--- config.mk ---
export PLATFORM = sky130hd
export DESIGN_NAME = lifo_stack
export DESIGN_NICKNAME = d
export VERILOG_FILES = /design/src/rtl/lifo_defs.sv /design/src/rtl/lifo_mem.sv /design/src/rtl/lifo_stack.sv
export SDC_FILE = /design/constraint.sdc
export NUM_CORES = 1
export LEC_CHECK = 0
export ABC_CLOCK_PERIOD_IN_PS = 3100
export BUFFER_PORTS_ARGS = -buffer_cell sky130_fd_sc_hd__buf_2
export CAP_MARGIN = 5
export CORE_MARGIN = 1.5
export CORE_UTILIZATION = 30
export CTS_CLUSTER_DIAMETER = 200
export DETAILED_ROUTE_END_ITERATION = 6
export GPL_TIMING_DRIVEN = 0
export SETUP_SLACK_MARGIN = 0.1
export SYNTH_ARGS = -nofsm -noshare
export SYNTH_HDL_FRONTEND = slang
export SYNTH_SLANG_ARGS = --single-unit
export TNS_END_PERCENT = 10
--- constraint.sdc ---
create_clock -name clk -period 3.1 [get_ports clk]
set_input_delay 0.31 -clock clk [delete_from_list [all_inputs] [get_ports clk]]
set_output_delay 0.31 -clock clk [all_outputs]
set_load 0.05 [all_outputs]
--- src/rtl/lifo_defs.sv ---
// Shared definitions for the LIFO stack: the {push,pop} request encoding
// and a clog2 helper for deriving pointer/count widths.
package lifo_defs;

    localparam logic [1:0] OP_IDLE = 2'b00;
    localparam logic [1:0] OP_POP  = 2'b01;
    localparam logic [1:0] OP_PUSH = 2'b10;
    localparam logic [1:0] OP_SWAP = 2'b11;

    function automatic int clog2(input int value);
        int result;
        int v;
        result = 0;
        v = value - 1;
        while (v > 0) begin
            result = result + 1;
            v = v >> 1;
        end
        return result;
    endfunction

endpackage

--- src/rtl/lifo_mem.sv ---
// Stack storage: register array with one synchronous write port and one
// combinational read port. Contents are intentionally not reset.
module lifo_mem #(
    parameter int DATA_WIDTH = 8,
    parameter int DEPTH      = 4,
    parameter int AW         = 3
) (
    input  logic                  clk,
    input  logic                  i_we,
    input  logic [AW-1:0]         i_waddr,
    input  logic [DATA_WIDTH-1:0] i_wdata,
    input  logic [AW-1:0]         i_raddr,
    output logic [DATA_WIDTH-1:0] o_rdata
);

    logic [DATA_WIDTH-1:0] r_mem [DEPTH];

    always_ff @(posedge clk) begin
        if (i_we) begin
            r_mem[i_waddr] <= i_wdata;
        end
    end

    assign o_rdata = r_mem[i_raddr];

endmodule

--- src/rtl/lifo_stack.sv ---
// Parametrised LIFO stack with replace-top (push+pop), occupancy count,
// almost-full threshold and single-cycle overflow/underflow pulses.
module lifo_stack
    import lifo_defs::*;
#(
    parameter  int DATA_WIDTH = 8,
    parameter  int DEPTH      = 4,
    parameter  int AF_LEVEL   = DEPTH - 1,
    localparam int CW         = clog2(DEPTH + 1)
) (
    input  logic                  clk,
    input  logic                  reset,
    input  logic                  push,
    input  logic                  pop,
    input  logic [DATA_WIDTH-1:0] data_in,
    output logic [DATA_WIDTH-1:0] data_out,
    output logic                  dout_valid,
    output logic [CW-1:0]         count,
    output logic                  empty,
    output logic                  full,
    output logic                  almost_full,
    output logic                  overflow,
    output logic                  underflow
);

    localparam logic [CW-1:0] DEPTH_C = CW'(DEPTH);
    localparam logic [CW-1:0] AF_C    = CW'(AF_LEVEL);

    logic [CW-1:0]         r_sp;
    logic [DATA_WIDTH-1:0] r_dout;
    logic                  r_dout_valid;
    logic                  r_empty;
    logic                  r_full;
    logic                  r_af;
    logic                  r_ovf;
    logic                  r_unf;

    logic [1:0]            w_op;
    logic                  w_is_empty;
    logic                  w_is_full;
    logic [CW-1:0]         w_top;
    logic [CW-1:0]         w_sp_next;
    logic [CW-1:0]         w_waddr;
    logic                  w_we;
    logic                  w_pop_ok;
    logic                  w_ovf;
    logic                  w_unf;
    logic [DATA_WIDTH-1:0] w_rdata;

    assign w_op       = {push, pop};
    assign w_is_empty = (r_sp == '0);
    assign w_is_full  = (r_sp == DEPTH_C);
    // Read index held at 0 when empty so the read never leaves the array.
    assign w_top      = w_is_empty ? '0 : r_sp - 1'b1;

    always_comb begin
        w_sp_next = r_sp;
        w_waddr   = r_sp;
        w_we      = 1'b0;
        w_pop_ok  = 1'b0;
        w_ovf     = 1'b0;
        w_unf     = 1'b0;
        case (w_op)
            OP_IDLE: ;
            OP_PUSH: begin
                if (!w_is_full) begin
                    w_we      = 1'b1;
                    w_sp_next = r_sp + 1'b1;
                end else begin
                    w_ovf = 1'b1;
                end
            end
            OP_POP: begin
                if (!w_is_empty) begin
                    w_pop_ok  = 1'b1;
                    w_sp_next = r_sp - 1'b1;
                end else begin
                    w_unf = 1'b1;
                end
            end
            OP_SWAP: begin
                w_we = 1'b1;
                if (!w_is_empty) begin
                    // Replace-top: old top goes out, new word lands in its slot.
                    w_pop_ok = 1'b1;
                    w_waddr  = w_top;
                end else begin
                    w_unf     = 1'b1;
                    w_sp_next = r_sp + 1'b1;
                end
            end
            default: ;
        endcase
    end

    lifo_mem #(
        .DATA_WIDTH(DATA_WIDTH),
        .DEPTH     (DEPTH),
        .AW        (CW)
    ) u_mem (
        .clk    (clk),
        .i_we   (w_we),
        .i_waddr(w_waddr),
        .i_wdata(data_in),
        .i_raddr(w_top),
        .o_rdata(w_rdata)
    );

    always_ff @(posedge clk or posedge reset) begin
        if (reset) begin
            r_sp         <= '0;
            r_dout       <= '0;
            r_dout_valid <= 1'b0;
            r_empty      <= 1'b1;
            r_full       <= 1'b0;
            r_af         <= 1'b0;
            r_ovf        <= 1'b0;
            r_unf        <= 1'b0;
        end else begin
            r_sp         <= w_sp_next;
            r_dout_valid <= w_pop_ok;
            r_ovf        <= w_ovf;
            r_unf        <= w_unf;
            r_empty      <= (w_sp_next == '0);
            r_full       <= (w_sp_next == DEPTH_C);
            r_af         <= (w_sp_next >= AF_C);
            if (w_pop_ok) begin
                r_dout <= w_rdata;
            end
        end
    end

    assign data_out    = r_dout;
    assign dout_valid  = r_dout_valid;
    assign count       = r_sp;
    assign empty       = r_empty;
    assign full        = r_full;
    assign almost_full = r_af;
    assign overflow    = r_ovf;
    assign underflow   = r_unf;

endmodule

# == Word level (Yosys, flattened, before mapping) ==
# Memory sizes are Yosys's and may differ from the RTL's. A register that Yosys moved wholly into a read port is not among the register bits.
# Cells that the tools add are included.
# totals
register_bits,9
ram_bits,32
inputBits,12
out_inout_bits,17
elab_cells,36
n_memories,1
# classes
addsub,2
order_cmp,1
n_eq_ne,5
mux,17
reduce_logical,3
# mem_list
name,depth,width,rd,rd_ports_with_merged_regs,write_ports,line_no,text
u_mem.r_mem,4,8,1,1,1,lifo_mem.sv:16,logic [DATA_WIDTH-1:0] r_mem [DEPTH];
# ops
op,count
1-bit 2-to-1 mux,9
3-bit 2-to-1 mux,3
3-bit one-hot mux with 3 select lines,1
3-bit equality test (second input constant),2
3-bit zero test,2
2-bit 2-to-1 mux,3
2-bit equality test (second input constant),2
3-bit by 1-bit adder with 3-bit output (second input constant),1
3-bit by 2-bit greater-or-equal comparator with 1-bit output (second input constant),1
3-bit by 1-bit subtractor with 3-bit output (second input constant),1
2-bit by 1-bit equality test with 1-bit output (second input constant),1
1-bit one-hot mux with 2 select lines,1
2-bit OR reduction,1

# == Depth between registers and ports, before layout ==
# Gate-level depths: netlist (run 1).
# logic_depth
ltp_word,5
ltp_mapped,8
mapped_depth_nobuf,8

# == By module ==
# From an unflattened synthesis (run 1), not the netlist that was laid out.
# hier_totals
hier_cells,123
area_unflattened_um2,2092.0
# by_module_without_submodules
mod,instances,cells_each,area_each_um2,seq_area_each_um2
lifo_mem,1,46,1188.6,960.9
lifo_stack,1,77,903.4,426.7

# == Worst setup path before layout (run 1) ==
# Ideal clock, no wire load.
# synth_path
path_kind,register to register
start,register r_sp[0] (netlist: count[0])
end,register r_dout[0] (netlist: data_out[0]) (read register of u_mem.r_mem)
setup_ps,125
arrival_ps,2471
required_ps,2975
slack_ps,504
path_stages_with_launch,8
n_path_buf,1
synth_period_minus_slack_ps,2596
cell_sequence,dfrtp_1 inv_1 ha_1 nand2b_1 ha_1 clkbuf_2 mux4_2 mux2_2
# synth_via
elab_chain_cells,3
word_cells_on_any_way,5
classes_between,add/sub: 1; mux: 3; reduce/logical: 1
# synth_rtl
item,line_no,text
start: declaration,lifo_stack.sv:29,logic [CW-1:0] r_sp;
start signal: assignment,lifo_stack.sv:120,r_sp <= w_sp_next;
"parallel branches: the longest is 3 deep, another holds 3-bit by 1-bit subtractor with 3-bit output",n/a,
end: declaration,lifo_stack.sv:30,logic [DATA_WIDTH-1:0] r_dout;
# Parallel ways; which one is timed is not known.

# == Worst setup path after layout (run 1) ==
# layout_path
start,register r_sp[0] (netlist: count[0])
end,"memory u_mem.r_mem[2][1], enable pin"
# layout_via
elab_chain_cells,5
word_cells_on_any_way,10
classes_between,add/sub: 1; eq/ne: 1; mux: 7; reduce/logical: 1
# layout_rtl
item,line_no,text
3-bit equality test,lifo_stack.sv:52,assign w_is_full = (r_sp == DEPTH_C);
1-bit 2-to-1 mux,lifo_stack.sv:66,if (!w_is_full) begin
1-bit one-hot mux with 2 select lines,lifo_stack.sv:63,case (w_op)
1-bit 2-to-1 mux,lifo_mem.sv:19,if (i_we) begin
1-bit 2-to-1 mux (not written as such),lifo_mem.sv:20,r_mem[i_waddr] <= i_wdata;
end: declaration,lifo_mem.sv:16,
# Parallel ways exist; a longest one is shown, timed or not.

==> summary.txt, run 1 <==
status: completed
Post-CTS Resized: 0
DIE HEIGHT: 85.81 um
first-pass GRT wire length: 5816 um
fillers: 619
clock sink count: 49
Ports: 29
DIE AREA: 7363 sq um
Placed Cells: 229
met1 Use GR: 0.1370
cell at the slowest stage of the critical path: nor2_1
Internal: 1.509 mW
Pwr Density: 1078 nW/um^2
met2 GRT Util: 0.1661
Data required, critical path: 3.03 ns
worst r2r path cells: 8
Post-Layout Inst Area: 2377 sq um
CP startpoint: count[0]$_DFF_PP0_
share of post-route cells with drive strength above 1: 0.3750
Placed Area: 2288 sq um
H-tree depth: 2
Post-CTS Setup Inserts: 0
initial drt markers: 106
r2r setup slk: 0.38 ns
Routed WL per cell: 14.57 um
vias per cell: 4.755
Reg power frac: 0.383
Final setup viols: 0
largest stage delay on the critical path: 0.64 ns
CTS tree: built
number of enable flip-flop cells after synthesis: 32
crit-path max FO: 8
Sw Ratio: 0.4113
Slew Limit Headroom: 0.4491
Inserted Clock Buffers: 5
synth warn: 0
most frequent cells in the layout: 32 x edfxtp_1, 29 x buf_2, 16 x dfrtp_1, 8 x mux4_2, 8 x mux2_2
FMAX: 0.3672 GHz
Worst Setup Start Kind: flip-flop
met3 Use GR: 0.03369
Synth Register Bits: 49
ys flop type: edfxtp_1
hpwl dp: 2351 um
Remaining Overflow, GRT: 0
max cap viols: 0
FF-to-FF End: u_mem.r_mem[2][1]$_DFFE_PP_
syn_nets: 141
Slew @ Worst Pin: 0.8233 ns
Netlist cell types: 39
Clock Path Buffers: 2
CTS Hold Bufs: 0
initial antenna violation count: 0
later-pin clock latency in the skew report: 0.30 ns
critical path class: reg2reg
mapped cell area: 2057 sq um
GRT Max-Usage Layer: met2
die width: 85.81 um
RePlAce Congestion: 0.7568
Final Hold Viols: 0
Leak: 0.9220 nW
crit path DAT: 2.65 ns
Logic pwr share: 0.474
fin nets: 175
vias in the first global route: 1,117
Area Growth Syn to Fin: 15.57%
DRT Pass-1 Iters: 4
port buffer count: 27
worst slack, placed: 0.3431 ns
min-delay worst type: in2async
P_sw: 1.054 mW
antenna cells: 0
CP cell instances: inv_1 -> ha_1 -> nand2b_1 -> ha_1 -> nand2_1 -> o31ai_1 -> nand2_1 -> nor2_1
Root Buffer: clkbuf_8
crit end category: flip-flop
RSZ-0062 raised after global routing: no
fin cells: 237
DRT Wirelength: 3454 um
peak supply drop: 0.2159 mV
FF-to-FF Start: count[0]$_DFF_PP0_
Tot Pwr: 2.563 mW
commonest non-fill, non-tap cell in the layout: edfxtp_1
Post-Synthesis Cells: 125
Mapped Avg Cell Area: 16.46 sq um
Clk network pwr share: 0.143
final worst path period need: 2.723 ns
Worst-path clk slew: 0.09 ns
fraction of registers with async set/reset: 0.3469
Slew Limit Fails: 0
Starting Density: 0.3167
Via Count: 1,127
Layout Skew: 0.01124 ns
sequential share of the synthesized area: 0.6746
setup TNS: 0 ns
Final ANT Viol Nets: 0
Hold WS: 0.09797 ns
Setup crit end: u_mem.r_mem[2][1]$_DFFE_PP_
Final Util: 0.3660
largest net degree at the start of global routing: 18
final worst-path setup slack: 0.3768 ns
core area: 6495 sq um
DRC: 0
Tcrit/Tclk final: 0.8785
row count: 29
total routing usage reported by global routing: 0.1062
-- registers in the layout (all words and copies together) (netlist names) --
signal,flops
empty,1
u_mem.r_mem,32
underflow,1
overflow,1
dout_valid,1
full,1
data_out,8
count,3
almost_full,1
-- cell usage after synthesis (2+ instances only) --
| master | n | area (sq um) |
|---|---|---|
| o21ai_0 | 3 | 15.01 |
| and3_1 | 2 | 12.51 |
| nor3_1 | 2 | 10.01 |
| xnor2_1 | 2 | 17.52 |
| buf_2 | 2 | 10.01 |
| dfrtp_1 | 16 | 400.4 |
| ha_1 | 4 | 50.05 |
| mux4_2 | 8 | 180.2 |
| inv_1 | 6 | 22.52 |
| a31oi_1 | 2 | 12.51 |
| mux2_2 | 8 | 90.09 |
| nand2_1 | 6 | 22.52 |
| nor3b_1 | 2 | 15.01 |
| edfxtp_1 | 32 | 960.9 |
| nor2_1 | 6 | 22.52 |
-- how the worst min path moves through the flow --
stage          startpoint                 endpoint  slack, ns  cells after the start
2_1_floorplan       reset    almost_full$_DFF_PP0_       0.24                      1
3_3_place_gp        reset     dout_valid$_DFF_PP0_       0.44                      2
3_5_place_dp        reset  data_out[7]$_DFFE_PP0P_       0.45                      2
4_1_cts             reset  data_out[6]$_DFFE_PP0P_       0.11                      2
5_1_grt             reset  data_out[7]$_DFFE_PP0P_       0.17                      2
6_report            reset  data_out[7]$_DFFE_PP0P_        0.1                      2
-- metal layers --
layer  vias to the layer above  share of wire
met5                         -              0
met4                         0          0.016
met3                         5          0.046
met2                        34           0.48
met1                       548           0.45
li1                        540              -
-- critical path: cells and delay by family (launching register included) --
family / cells / cell delay (ns)
AOI/OAI and AO/OA: 1 / 0.07
and+or+nand+nor: 4 / 1.00
adders and majority gates: 2 / 0.69
buffers and inverters: 1 / 0.15
DFF: 1 / 0.44
-- kinds of logic (layout without fill, tap and decap cells) --
group | Yosys count | in the layout | synth area share
fa+ha+maj | 4 | 4 | 0.02433
flops | 49 | 49 | 0.6746
simple gates | 25 | 25 | 0.06326
xor+xnor | 2 | 2 | 0.008517
buf+inv | 11 | 46 | 0.02737
compound gates | 17 | 17 | 0.06569
mux | 17 | 17 | 0.1363
-- layout make-up --
cell class | instances | area (sq um) | share of cell area
Multi-Input combinational cell | 65 | 613.1 | 0.2579
Timing Repair Buffer | 27 | 135.1 | 0.05684
Clock inverter | 2 | 16.27 | 0.006842
Tap cell | 77 | 96.34 | 0.04053
Clock buffer | 6 | 72.57 | 0.03053
Buffer | 5 | 33.78 | 0.01421
Inverter | 6 | 22.52 | 0.009474
Sequential cell | 49 | 1388 | 0.5837
-- power groups by stage --
stage          sequential [mW]  combinational (mW)  clock, mW
2_1_floorplan             1.32               0.646          0
3_3_place_gp             0.996                1.22          0
3_5_place_dp             0.999                1.23          0
4_1_cts                  0.985                1.23      0.387
5_1_grt                   1.01                1.32      0.412
6_report                 0.981                1.21      0.368
No activity file was read; power rests on OpenSTA's default activity.
==> inputs of run 2 (changes only) <==
--- a/config.mk
+++ b/config.mk
@@ -6,12 +6,12 @@
 export NUM_CORES = 1
 export LEC_CHECK = 0
 export ABC_CLOCK_PERIOD_IN_PS = 3100
-export BUFFER_PORTS_ARGS = -buffer_cell sky130_fd_sc_hd__buf_2
 export CAP_MARGIN = 5
 export CORE_MARGIN = 1.5
 export CORE_UTILIZATION = 30
 export CTS_CLUSTER_DIAMETER = 200
 export DETAILED_ROUTE_END_ITERATION = 6
+export DONT_BUFFER_PORTS = 1
 export GPL_TIMING_DRIVEN = 0
 export SETUP_SLACK_MARGIN = 0.1
 export SYNTH_ARGS = -nofsm -noshare
==> run 2 against run 1 <==
First-iteration DRC count down 42%. Final cell count down 11%. Sequential power up 37%. Sequential share of layout area up 2.6 points. Clock power up 20%. Worst hold slack better by 0.00077 ns. Combinational power down 36%. Fmax down 2.9%. Non-clock buffer count down 26. Routed wire length down 0.96%. Global-route usage down 0.53 points.
==> summary.txt, run 2 (same netlist as run 1, synthesis figures left out) <==
Tcrit/Tclk final: 0.9045 (+0.02607)
Leak: 0.8254 nW (-10%)
DIE HEIGHT: 85.81 um (unchanged)
Data required, critical path: 3.03 ns (about the same)
crit end category: flip-flop
commonest non-fill, non-tap cell in the layout: edfxtp_1
DIE AREA: 7363 sq um (unchanged)
most frequent cells in the layout: 32 x edfxtp_1, 14 x dfrtp_1, 8 x mux4_2, 8 x mux2_2
crit path DAT: 2.73 ns (+0.08 ns)
Starting Density: 0.3167 (unchanged)
CP cell instances: inv_1 -> ha_1 -> nand2b_1 -> ha_1 -> nor2_1 -> o21ai_0 -> nor2_1
Layout Skew: 0.007706 ns (-0.003532 ns)
Root Buffer: clkbuf_8
cell at the slowest stage of the critical path: nor2_1
clock sink count: 49 (unchanged)
largest net degree at the start of global routing: 18 (unchanged)
DRT Wirelength: 3421 um (-0.96%)
initial drt markers: 62 (-42%)
DRC: 0 (unchanged)
Final ANT Viol Nets: 0 (unchanged)
final worst path period need: 2.804 ns (+0.08081 ns)
DRT Pass-1 Iters: 4 (unchanged)
share of post-route cells with drive strength above 1: 0.2687 (-0.1063)
Worst-path clk slew: 0.09 ns (about the same)
row count: 29 (unchanged)
RePlAce Congestion: 0.8745 (+16%)
setup TNS: 0 ns (unchanged)
Remaining Overflow, GRT: 0 (unchanged)
FMAX: 0.3566 GHz (-2.9%)
fin nets: 149 (-15%)
worst r2r path cells: 7 (-1)
status: completed
H-tree depth: 2 (unchanged)
WHS Endpoint: u_mem.r_mem[2][4]$_DFFE_PP_
hpwl dp: 2397 um (+1.9%)
port buffer count: 0 (-100%)
FF-to-FF Start: count[0]$_DFF_PP0_
CP startpoint: count[0]$_DFF_PP0_
Slew Limit Headroom: 0.4698 (+0.02065)
Inserted Clock Buffers: 5 (unchanged)
Via Count: 1,062 (-5.8%)
vias in the first global route: 1,062 (-4.9%)
Post-CTS Setup Inserts: 0 (unchanged)
peak supply drop: 0.2843 mV (+32%)
Clock Path Buffers: 2 (unchanged)
Slew @ Worst Pin: 0.7924 ns (-0.03086 ns)
largest stage delay on the critical path: 0.62 ns (-0.02 ns)
total routing usage reported by global routing: 0.1009 (-0.005342)
initial antenna violation count: 0 (unchanged)
min-delay worst type: in2reg
max cap viols: 0 (unchanged)
hold depth: 0
vias per cell: 5.033 (+5.8%)
critical path class: reg2reg
Worst Min Path Start: data_in[4]
die width: 85.81 um (unchanged)
core area: 6495 sq um (unchanged)
later-pin clock latency in the skew report: 0.30 ns (about the same)
Final Hold Viols: 0 (unchanged)
Ports: 29 (unchanged)
fin cells: 211 (-11%)
Hold WS: 0.09874 ns (+0.0007721 ns)
RSZ-0062 raised after global routing: yes
Routed WL per cell: 16.21 um (+11%)
first-pass GRT wire length: 5492 um (-5.6%)
Top reg by flops: u_mem.r_mem
Area Growth Syn to Fin: 10.83%
crit-path max FO: 8 (unchanged)
r2r setup slk: 0.30 ns (-0.08 ns)
CTS tree: built
Final Util: 0.3510 (-0.01503)
Slew Limit Fails: 0 (unchanged)
Worst Setup Start Kind: flip-flop
FF-to-FF End: u_mem.r_mem[1][4]$_DFFE_PP_
antenna cells: 0 (unchanged)
Pwr Density: 1121 nW/um^2 (+3.9%)
Final setup viols: 0 (unchanged)
Placed Cells: 202 (-12%)
fillers: 625 (+0.97%)
max FFs per register: 32 (unchanged)
run 2: worst max path at each step:
stage                                        to  slack, ns  depth (start not counted)
floorplan               data_out[0]$_DFFE_PP0P_       0.50                          7
global placement    u_mem.r_mem[3][3]$_DFFE_PP_       0.14                          7
detailed placement  u_mem.r_mem[2][3]$_DFFE_PP_       0.09                          8
CTS                 u_mem.r_mem[1][1]$_DFFE_PP_       0.07                          7
global route        u_mem.r_mem[0][1]$_DFFE_PP_        0.1                          8
finish              u_mem.r_mem[1][4]$_DFFE_PP_       0.30                          7
run 2: cell type report:
class                      count  area (sq um)  area share
multi-input combinational     65         615.6      0.2700
inverter                       6         22.52    0.009879
tap                           77         96.34     0.04226
sequential                    49          1390      0.6098
timing repair buffer           1         10.01    0.004391
clock inverter                 2         38.79     0.01701
buffer                         5         33.78     0.01482
clock buffer                   6         72.57     0.03183
run 2: metal layers:
layer  global-route usage  part of all wire  vias to the layer above  wire (um)
li1                     -                 -                      490          -
met1               0.1027              0.39                      535       1348
met2               0.1797              0.54                       32       1839
met3              0.04331             0.058                        5        198
met4              0.04399             0.011                        0         36
met5                    0                 0                        -          0
run 2: stage by stage:
step                      setup slack (ns)  cell area [sq um]  power (mW)
after CTS                          0.07088               2277       2.585
after floorplan                     0.5042               2057       1.966
after global routing               0.09795               2280       2.708
after detailed placement           0.09479               2153       2.138
after global placement              0.1434               2153       2.107
final                               0.2960               2280       2.554
run 2: repair_timing:
item	4_1_cts	5_1_grt
hold endpoints to repair	5	0
gates resized for setup	1	2
setup endpoints to repair	26	32
hold buffers	1	0
run 2: worst max-delay path: cells and delay by family (launching register included):
kind	cells	cell delay, ns
compound gates	1	0.12
fa+ha+maj	2	0.68
buf+inv	1	0.19
flops	1	0.55
simple gates	3	0.90
run 2: where the power goes:
group,leakage (nW),total (mW),switching [mW],internal (mW)
clock,0.0554,0.442,0.200,0.242
combinational,0.275,0.772,0.389,0.383
sequential,0.495,1.34,0.443,0.898
total,0.825,2.55,1.03,1.52
